--- src/rtl/bubble_sort_pkg.sv ---
// Shared types and helpers for the streaming descending sorter.
// Imported by the sorter top, its interface users and the bench.
package bubble_sort_pkg;

   typedef enum logic [1:0] {
      LOAD  = 2'd0,
      SORT  = 2'd1,
      DRAIN = 2'd2
   } state_t;

   localparam int unsigned DEF_N = 5;
   localparam int unsigned IDX_W = (DEF_N > 1) ? $clog2(DEF_N) : 1;

   function automatic int unsigned idx_width(input int unsigned n);
      return (n > 1) ? $clog2(n) : 1;
   endfunction

   function automatic int unsigned worst_cycles(input int unsigned n);
      return n * (n - 1);
   endfunction

endpackage

--- src/rtl/bubble_sort_stream_if.sv ---
// Valid/ready write and read ends of the sorter.
// The master side fills the array and drains the sorted words.
interface bubble_sort_stream_if #(
   parameter int W = 8
);
   logic         in_valid;
   logic         in_ready;
   logic [W-1:0] in_data;
   logic         out_valid;
   logic         out_ready;
   logic [W-1:0] out_data;
   logic         out_last;

   modport master (
      output in_valid, in_data, out_ready,
      input  in_ready, out_valid, out_data, out_last
   );

   modport slave (
      input  in_valid, in_data, out_ready,
      output in_ready, out_valid, out_data, out_last
   );
endinterface

--- src/rtl/bubble_sort_stream_cmp_swap.sv ---
// Compare/swap cell: larger word goes to hi, smaller to lo.
// Equal words keep their order, so swap stays low for ties.
module sort_cmp_swap #(
   parameter int W = 8
) (
   input  logic [W-1:0] a,
   input  logic [W-1:0] b,
   output logic [W-1:0] hi,
   output logic [W-1:0] lo,
   output logic         swap
);
   assign swap = (a < b);
   assign hi   = swap ? b : a;
   assign lo   = swap ? a : b;
endmodule

--- src/rtl/bubble_sort_stream.sv ---
// Streaming wrapper: load N words, bubble-sort descending in place,
// then stream them out largest first with out_last on the smallest.
module bubble_sort_stream
   import bubble_sort_pkg::*;
#(
   parameter int N  = 5,
   parameter int W  = 8,
   parameter int CW = 8
) (
   input  logic                clk,
   input  logic                rst,
   bubble_sort_stream_if.slave bus,
   output logic                busy,
   output logic [CW-1:0]       sort_cycles
);
   localparam int IW = idx_width(N);
   typedef logic [IW-1:0] idx_t;
   localparam idx_t LAST = idx_t'(N - 1);
   localparam idx_t PEND = idx_t'(N - 2);

   state_t       state, state_nx;
   logic [W-1:0] r [N];
   idx_t         wr_idx, rd_idx, p, p1;
   logic         swapped;
   logic [W-1:0] a, b, hi, lo;
   logic         swp;
   logic         in_fire, out_fire;

   assign p1 = p + idx_t'(1);
   assign a  = r[p];
   assign b  = r[p1];

   sort_cmp_swap #(.W(W)) u_cmp (
      .a    (a),
      .b    (b),
      .hi   (hi),
      .lo   (lo),
      .swap (swp)
   );

   assign bus.in_ready  = (state == LOAD);
   assign bus.out_valid = (state == DRAIN);
   assign bus.out_data  = (state == DRAIN) ? r[rd_idx] : '0;
   assign bus.out_last  = (state == DRAIN) && (rd_idx == LAST);
   assign busy          = (state != LOAD);

   assign in_fire  = bus.in_valid && bus.in_ready;
   assign out_fire = bus.out_valid && bus.out_ready;

   always_ff @(posedge clk or posedge rst) begin
      if (rst) state <= LOAD;
      else     state <= state_nx;
   end

   always_comb begin
      state_nx = state;
      unique case (state)
         LOAD:
            if (in_fire && wr_idx == LAST)
               state_nx = SORT;
         SORT:
            // a pass with no swap at all means the array is ordered
            if (p == PEND && !(swapped || swp))
               state_nx = DRAIN;
         DRAIN:
            if (out_fire && rd_idx == LAST)
               state_nx = LOAD;
         default:
            state_nx = LOAD;
      endcase
   end

   always_ff @(posedge clk or posedge rst) begin
      if (rst) begin
         for (int i = 0; i < N; i++) r[i] <= '0;
         wr_idx      <= '0;
         rd_idx      <= '0;
         p           <= '0;
         swapped     <= 1'b0;
         sort_cycles <= '0;
      end else begin
         unique case (state)
            LOAD: begin
               if (in_fire) begin
                  r[wr_idx] <= bus.in_data;
                  if (wr_idx == LAST) begin
                     wr_idx      <= '0;
                     p           <= '0;
                     swapped     <= 1'b0;
                     sort_cycles <= '0;
                  end else begin
                     wr_idx <= wr_idx + idx_t'(1);
                  end
               end
            end
            SORT: begin
               r[p]        <= hi;
               r[p1]       <= lo;
               sort_cycles <= sort_cycles + CW'(1);
               if (p == PEND) begin
                  p       <= '0;
                  swapped <= 1'b0;
               end else begin
                  p       <= p + idx_t'(1);
                  swapped <= swapped | swp;
               end
            end
            DRAIN: begin
               if (out_fire) begin
                  if (rd_idx == LAST) rd_idx <= '0;
                  else                rd_idx <= rd_idx + idx_t'(1);
               end
            end
            default: ;
         endcase
      end
   end
endmodule

--- src/flat_wrapper.sv ---
// flat-port wrapper written by rule: the top's interface ports become plain ports
module bubble_sort_stream_flat import bubble_sort_pkg::*;
#(
   parameter int N  = 5,
   parameter int W  = 8,
   parameter int CW = 8
)
  (clk, rst, busy, sort_cycles, bus_in_valid, bus_in_data, bus_out_ready, bus_in_ready, bus_out_valid, bus_out_data, bus_out_last);
  bubble_sort_stream_if #(.W(W)) bus_i ();
  input  logic clk;
  input  logic rst;
  output logic busy;
  output logic [CW-1:0] sort_cycles;
  input wire logic [$bits(bus_i.in_valid)-1:0] bus_in_valid;
  input wire logic [$bits(bus_i.in_data)-1:0] bus_in_data;
  input wire logic [$bits(bus_i.out_ready)-1:0] bus_out_ready;
  output wire logic [$bits(bus_i.in_ready)-1:0] bus_in_ready;
  output wire logic [$bits(bus_i.out_valid)-1:0] bus_out_valid;
  output wire logic [$bits(bus_i.out_data)-1:0] bus_out_data;
  output wire logic [$bits(bus_i.out_last)-1:0] bus_out_last;
  assign bus_i.in_valid = bus_in_valid;
  assign bus_i.in_data = bus_in_data;
  assign bus_i.out_ready = bus_out_ready;
  assign bus_in_ready = bus_i.in_ready;
  assign bus_out_valid = bus_i.out_valid;
  assign bus_out_data = bus_i.out_data;
  assign bus_out_last = bus_i.out_last;
  bubble_sort_stream #(.N(N), .W(W), .CW(CW)) u_core (.clk(clk), .rst(rst), .bus(bus_i), .busy(busy), .sort_cycles(sort_cycles));
endmodule
--- config.mk ---
export PLATFORM = sky130hd
export DESIGN_NAME = bubble_sort_stream_flat
export DESIGN_NICKNAME = d
export VERILOG_FILES = /design/src/rtl/bubble_sort_pkg.sv /design/src/rtl/bubble_sort_stream_if.sv /design/src/rtl/bubble_sort_stream_cmp_swap.sv /design/src/rtl/bubble_sort_stream.sv /design/src/flat_wrapper.sv
export SDC_FILE = /design/constraint.sdc
export NUM_CORES = 1
export LEC_CHECK = 0
export ABC_AREA = 1
export CAP_MARGIN = 20
export CORE_AREA = 2 2 115 117
export CTS_CLUSTER_DIAMETER = 100
export CTS_CLUSTER_SIZE = 12
export DETAILED_ROUTE_END_ITERATION = 8
export DIE_AREA = 0 0 117 119
export HOLD_SLACK_MARGIN = 0.03
export REMOVE_ABC_BUFFERS = 1
export SLEW_MARGIN = 10
export SYNTH_ARGS = -nofsm -noshare
export SYNTH_HDL_FRONTEND = slang
export SYNTH_SLANG_ARGS = --single-unit
--- constraint.sdc ---
create_clock -name clk -period 4.07 [get_ports clk]
set_input_delay 0.407 -clock clk [delete_from_list [all_inputs] [get_ports clk]]
set_output_delay 0.407 -clock clk [all_outputs]
set_load 0.005 [all_outputs]
### Word-level counts from Yosys, hierarchy flattened

Cells that the tools add are included.

* register bits after elaboration: 60
* bits in latches: 0
* memory bits (writable): 0
* bits in read-only memories: 0
* memories kept: 0

* $add $sub $neg: 4
* $mul: 0
* divide/modulo/power cells: 0
* order comparisons: 8
* equality and inequality tests: 10
* shifts and indexed selects: 0
* mux-type cells: 40
* bitwise logic cells: 5
* reduce and logical (&&, ||, !) cells: 19

Operators by type and width (count)
* 40-bit bitwise mux: 3
* 8-bit 2-to-1 mux: 14
* 40-bit one-hot mux with 2 select lines: 1
* 8-bit binary-select mux with 3-bit select: 3
* 8-bit demux with 3-bit select: 3
* 40-bit 2-to-1 mux: 1
* 4-bit greater-or-equal comparator (second input constant): 4
* 3-bit NOT with 4-bit output: 4
* 8-bit one-hot mux with 2 select lines: 1
* 3-bit 2-to-1 mux: 5
* 4-bit by 1-bit less-than comparator with 1-bit output (second input constant): 3
* 3-bit by 1-bit adder with 3-bit output (second input constant): 3
* 1-bit logical AND: 9
* 8-bit by 1-bit adder with 8-bit output (second input constant): 1
* 8-bit less-than comparator: 1
* 2-bit != test (second input constant): 4
* 3-bit == test (second input constant): 2
* 2-bit 2-to-1 mux: 3
* 2-bit one-hot mux with 3 select lines: 1
* 3-bit one-hot mux with 2 select lines: 1
* 2-bit AND reduction: 3
* 3-bit AND reduction: 2
* 2-bit nonzero test: 2
* 3-bit by 2-bit == test with 1-bit output (second input constant): 1
* other kinds (9): 11

### Depth between registers and ports, before layout

Gate-level depths: netlist (run 1).

* depth in word-level cells: 11
* mapped depth: 21
* gate-level depth less buffers: 19

### Hierarchy

From an unflattened synthesis (run 1), not the netlist that was laid out.

* cells, all modules: 927
* area, all modules: 5520.3 um2

By module, submodules not included
* bubble_sort_stream: instances 1, cells an instance 841, area each 5078.6 um2, sequential area each 1501.4 um2
* sort_cmp_swap: instances 1, cells an instance 86, area each 441.7 um2, sequential area each 0.0 um2

### Worst setup path before layout (run 1)

Ideal clock, no wire load.

* kind: register -> register
* start: register u_core.p[1]
* end: register u_core.r[16] (netlist name)
* arrival time: 3.288 ns
* path slack: 0.661 ns
* stages on the path, launching flop included: 18
* path buffers: 1
* clock period less this slack: 3.409 ns
* path through: dfrtp_1 ha_1 ha_1 nand3_1 inv_2 a21oi_1 o21ai_1 a221oi_2 ha_1 nand2_1 nor2_1 a211oi_4 buf_2 nand3_1 nand3_1 nand2_1 nand2_1 a21oi_1

* longest elaborated chain between the ends: 10

RTL lines
* start: declaration: RTL line bubble_sort_stream.sv:23 `idx_t wr_idx, rd_idx, p, p1;`
* start signal: assignment: RTL line bubble_sort_stream.sv:104 `p <= p + idx_t'(1);`
* 3-bit by 1-bit adder with 3-bit output: RTL line bubble_sort_stream.sv:29 `assign p1 = p + idx_t'(1);`
* 3-bit NOT with 4-bit output (implied by the code): RTL line bubble_sort_stream.sv:31, bubble_sort_stream.sv:98
* 8-bit binary-select mux with 3-bit select: RTL line bubble_sort_stream.sv:31 `assign b = r[p1];`
* 8-bit 2-to-1 mux (implied by the code) (2 in series): RTL line bubble_sort_stream.sv:31
* 8-bit less-than comparator: RTL line bubble_sort_stream_cmp_swap.sv:12 `assign swap = (a < b);`
* 8-bit 2-to-1 mux: RTL line bubble_sort_stream_cmp_swap.sv:13 `assign hi = swap ? b : a;`
* 40-bit bitwise mux: RTL line bubble_sort_stream.sv:97 `r[p] <= hi;`
* 40-bit bitwise mux (*): RTL line bubble_sort_stream.sv:98 `r[p1] <= lo;`
* 40-bit one-hot mux with 2 select lines (*): RTL line bubble_sort_stream.sv:82 `unique case (state)`
* end signal: indexed assignment: RTL line bubble_sort_stream.sv:85 `r[wr_idx] <= bus.in_data;`
* end signal: indexed assignment: RTL line bubble_sort_stream.sv:97
* end signal: indexed assignment: RTL line bubble_sort_stream.sv:98
* end: declaration: RTL line bubble_sort_stream.sv:22 `logic [W-1:0] r [N];`

Every way passes the cells marked *; elsewhere a longest branch is shown, timed or not. The select of a mux whose other input is x is not followed.
A chain may end at the register's enable or synchronous reset.

### Worst setup path in the final report (run 1)

Same ends and word-level chain as after synthesis.

==> out/results.txt, run 1 <==
Run status - completed
Warnings from Yosys - 0
Detailed Place HPWL - 14720 µm
Ant. Diodes - 0
Setup bufs post-CTS - 0
Ratio of cells with drive above 1 in the final layout - 13.52%
Average wire per standard cell - 20.96 µm
Worst path max stage delay - 0.87 ns
Unrepaired setup endpoints after global routing - false
Clock-pin slew on the worst setup and hold paths - 0.05 ns
Final net count - 843
Vias - 5983
Share of the synthesized area in the top cell type - 29.22%
Die X - 117 µm
Number of iterations in the first detailed-routing pass - 8
Netlist cell types - 37
Synth area leader - dfrtp_1
Max-cap viol count - 0
Clock Latency Late Sink - 0.34 ns
GP Congestion - 1.028
Worst Tran Pin Value - 1.107 ns
Largest fanout on the critical path - 9
CTS sink cnt - 60
Post-synthesis sequential area ratio - 29.22%
Slew HR - 25.93%
Top_reg_cell synth - dfrtp_1
Root buffer cell - clkbuf_16
Total Routing Usage GR - 31.19%
Setup CP Type - flop to flop
Number of routed nets with antenna violations - 0
DRC errors left - 0
Final Hold Viols - 0
H-tree levels - 3
Post-synthesis register bit count - 60
Max-slew violations - 0
Gr ovfl total - 0
WP data required - 4.28 ns
Buffers on Ports - 31
First-pass GRT wire length - 32470 µm
Layout Skew - 0.006152 ns
Worst Setup Start Kind - flop
Fraction of registers with async set/reset - 100.0%
Final Cycle Share - 96.18%
Hold Crit Class - flop to flop
Worst setup EP type - flop
DR iter-0 viols - 923
Synth area leaders - dfrtp_1 29%, nand2_1 11%, nand3_1 9.5%
Routed Wire Length - 20900 µm
Initial antenna violation count - 0
CP cell instances - ha_1, ha_1, nand3_1, clkinv_1, nor3_1, nor2_1, inv_1, nor2_1, a21oi_1
Setup violators final - 0
Largest net degree at the start of global routing - 45
EDFF count, synth - 0
Worst Path Arrival - 4.13 ns
Syn Area/Cell - 6.682 µm²
TritonCTS clock tree - built
Fin crit period - 3.915 ns
Syn-to-layout area delta - 18.46%
I/O pin total - 32
Post-synthesis cell area - 5139 µm²
CORE AREA - 12870 µm²
Chip Height - 119 µm
Cells after synthesis - 769
Fin Setup TNS - 0 ns
Fmax - 255.5 MHz
Rows - 42
Synth top cells by count - 155 x nand2_1, 98 x nand3_1, 94 x nor2_1, 78 x a21oi_1, 63 x inv_1
DR vias/cell - 6.001
Area of the die - 13920 µm²
Slowest cell on crit path - nor2_1
Clk buf depth - 2
Starting Density - 39.91%
Count leader, synth - nand2_1
Total CTS buffers - 9
Vias in the first global route - 5736
metrics by stage:
stage	hold WS (ns)	util, %	worst slack, ns	cells	cell area [µm²]
4_1_cts	0.5315	47.24	0.3220	997	6082
6_report	0.5353	47.28	0.1554	997	6087
3_5_place_dp	0.5199	44.77	0.3300	981	5764
2_1_floorplan	0.4748	-	0.2168	745	5011
5_1_grt	0.5498	47.28	0.02907	997	6087
3_3_place_gp	0.5134	44.77	0.3444	981	5764
per-layer routing:
| layer | GRT usage [%] | share of wire, % |
|---|---|---|
| met3 | 9.364 | 12 |
| met1 | 43.35 | 41 |
| met2 | 44.40 | 42 |
| met5 | 0 | 0 |
| met4 | 13.97 | 4.6 |
what timing repair did:
action	4_1_cts	5_1_grt
gates resized for setup	0	1
hold buffers	0	0
endpoints found under the setup margin	0	27
cell type report:
type / instances / area (µm²)
fillers: 1308 / 6788
multi-input cells: 595 / 3182
flip-flops and latches: 60 / 1501
repair buffers: 60 / 528.0
inverters: 90 / 337.8
clock buffers: 11 / 242.7
well taps: 176 / 220.2
clock inverters: 5 / 75.07
path summary, 6_finish.rpt:
check                        startpoint                to  slack, ns  cells after the start
max                         u_core.p[1]      u_core.r[16]       0.16                      9
min                        u_core.r[21]      u_core.r[21]       0.54                      2
max reg2reg                 u_core.p[1]      u_core.r[16]       0.16                      9
min reg2reg                u_core.r[21]      u_core.r[21]       0.54                      2
max in group asynchronous           rst      u_core.r[15]       2.62                      3
min in group asynchronous           rst  u_core.wr_idx[2]       0.60                      2
worst max-delay path, delay by kind of cell, from the launching register on:
kind	cells	cell delay, ns
buffers and inverters	2	1.01
and+or+nand+nor	4	1.59
AOI/OAI and AO/OA	1	0.10
DFF	1	0.46
adders and majority gates	2	0.63
cells in the final DEF (no fill, tap or decap), types with 4 or more instances in the layout:
cell and instances:
nor3_2 4, nor4_2 6, o22ai_1 17, nand3_2 10, a31oi_1 32, nand4_1 7
a211oi_4 5, inv_2 20, clkdlybuf4s50_1 31, nor2_1 94, dfrtp_1 60, inv_1 62
clkbuf_16 9, o21ai_1 5, nand3_1 98, buf_4 29, a21oi_1 78, nand2_4 11
nand2_1 155, o21ai_0 27, nor3_1 11, ha_1 15, clkinv_1 8
cells by family (layout without fill, tap and decap cells):
family	count (synthesis)	after routing	share of synthesized area, %
buffers and inverters	114	166	9.058
and+or+nand+nor	406	406	37.57
DFF	60	60	29.22
AOI/OAI and AO/OA	174	174	20.50
adders and majority gates	15	15	3.652
registers in the layout, summed over array words and instances, names as in the netlist:
name	cells
u_core.p	3
u_core.r	40
u_core.rd_idx	3
u_core.wr_idx	3
u_core.state	2
u_core.swapped	1
u_core.sort_cycles	8
Power of run 1 is not shown: default switching activity piles up to over one toggle a cycle in this logic, so the estimate is an artifact.
==> run 2, diff against run 1 <==
Settings changed: HOLD_SLACK_MARGIN 0.03 to 0.08, SLEW_MARGIN 10 to not set.
==> results of run 2 <==
Same layout as run 1: the final DEF is identical, and so are final timing and power.
Power of run 2 is left out for the same reason.
==> run 3, diff against run 2 <==
Settings changed: CELL_PAD_IN_SITES_DETAIL_PLACEMENT set to 0, CELL_PAD_IN_SITES_GLOBAL_PLACEMENT set to 2, CORE_AREA 2 2 115 117 to 2 2 126 128, DIE_AREA 0 0 117 119 to 0 0 128 130, PLACE_DENSITY_LB_ADDON set to 0.1.
==> run 3 against run 2 <==
Net effect: clock skew is 0.0022 ns higher; via count shrank 0.89%; final cell count rose by 1.8%; fmax up 5.0%; wire length is 10% higher; critical endpoint is now u_core.r[32]; non-clock buffer count is 4 higher.
==> out/results.txt, run 3 (synthesis gave the netlist of run 1 again) <==
Max-slew violations - 0
Number of flip-flops in the largest register - 40
Max-cap viol count - 0
Worst setup EP type - flop
Register Area - 1501 µm²
Vias - 5930
Ratio of cells with drive above 1 in the final layout - 13.97%
First-pass GRT wire length - 34110 µm
Post-cts gate resize count - 0
Final Hold Viols - 0
Commonest non-fill, non-tap cells in the layout - 154 x nand2_1, 97 x nand3_1, 94 x nor2_1
DR vias/cell - 5.842
Syn-to-layout area delta - 19.21%
H-tree levels - 3
Fin crit period - 3.730 ns
Most flop-heavy register - u_core.r
Number of routed nets with antenna violations - 0
Setup violators final - 0
DR iter-0 viols - 554
CTS sink cnt - 60
WP data required - 4.34 ns
Buffers on Ports - 31
Area of the die - 16640 µm²
Hold_buf cts - 0
CORE AREA - 15420 µm²
Clk buf depth - 2
Routed Wire Length - 23010 µm
Fin Setup TNS - 0 ns
Starting Density - 33.31%
Setup CP Type - flop to flop
Die X - 128 µm
Ant. Diodes - 0
Fmax - 268.1 MHz
DRC errors left - 0
Total Routing Usage GR - 28.23%
Largest fanout on the critical path - 16
Unrepaired setup endpoints after global routing - false
Worst Hold Depth - 2
Chip Height - 130 µm
# fillers - 1673
GP Congestion - 0.9107
Commonest non-fill, non-tap cell in the layout - nand2_1
Detailed Place HPWL - 15190 µm
Multi-input gate area - 3213 µm²
R2r worst-path depth - 18
Largest registers - u_core.r: 40 flops, u_core.sort_cycles: 8 flops
Final net count - 847
Worst Setup Start Kind - flop
Slew HR - 37.68%
Worst Path Arrival - 4.00 ns
Layout Skew - 0.008352 ns
I/O pin total - 32
Root buffer cell - clkbuf_16
Average wire per standard cell - 22.67 µm
Clock-pin slew on the worst setup and hold paths - 0.06 ns
Final Cycle Share - 91.64%
Rows - 46
Gr ovfl total - 0
Run status - completed
Vias in the first global route - 5589
Clock Latency Late Sink - 0.34 ns
Worst Tran Pin Value - 0.9335 ns
Initial antenna violation count - 0
Number of iterations in the first detailed-routing pass - 5
Hold Crit Class - flop to flop
Setup bufs post-CTS - 0
Total CTS buffers - 9
TritonCTS clock tree - built
Largest net degree at the start of global routing - 45
## run 3: cell count changes in the layout (fill, tap and decap cells not counted), sizes merged
cell	before	now
buf	29	33
bufinv	2	1
clkinv	11	10
## run 3: final timing paths
path,from,endpoint,slack (ns)
setup / recovery,u_core.p[1],u_core.r[32],0.34
hold / removal,u_core.swapped,u_core.swapped,0.51
setup reg to reg,u_core.p[1],u_core.r[32],0.34
hold reg to reg,u_core.swapped,u_core.swapped,0.51
max in group asynchronous,rst,u_core.r[20],2.62
min in group asynchronous,rst,u_core.rd_idx[1],0.59
## run 3: metal layers
metal / global-route usage (%) / wire length [µm]
met5: 0 / 0
met4: 17.13 / 1328
met3: 4.920 / 2105
met2: 44.54 / 10130
met1: 36.35 / 9444
## run 3: stage by stage
stage                     setup WS [ns]  std cells  instance area, µm²  hold WS (ns)  utilization [%]
after floorplan                  0.2168        745                5011        0.4748                -
after global placement           0.3201       1001                5814        0.5035            37.69
after detailed placement         0.2217       1001                5814        0.5103            37.69
after CTS                        0.2233       1015                6087        0.5222            39.46
after global routing            0.05831       1015                6126        0.5692            39.71
final                            0.3404       1015                6126        0.5129            39.71
## run 3: area by class of cell
cell class              count  area share [%]
multi-input cells         595           52.45
flip-flops and latches     60           24.51
repair buffers             64           9.109
inverters                  90           5.556
well taps                 192           3.922
clock buffers              11           3.799
clock inverters             3          0.6536
## run 3: critical path: stages, from the launching register on
cell and delay [ns]:
dfrtp_1 0.45, ha_1 0.24, ha_1 0.41, inv_2 0.04
nor2_1 0.20, nand2_1 0.17, inv_4 0.26, a211oi_1 0.12
buf_4 0.16, ha_1 0.28, a21oi_1 0.18, nand2_2 0.09
nand2_4 0.16, nand2_4 0.25, nand2_1 0.23, nand3_1 0.09
nand2_1 0.09, nand2_1 0.06, a21oi_1 0.16
Power of run 3 is left out for the same reason.
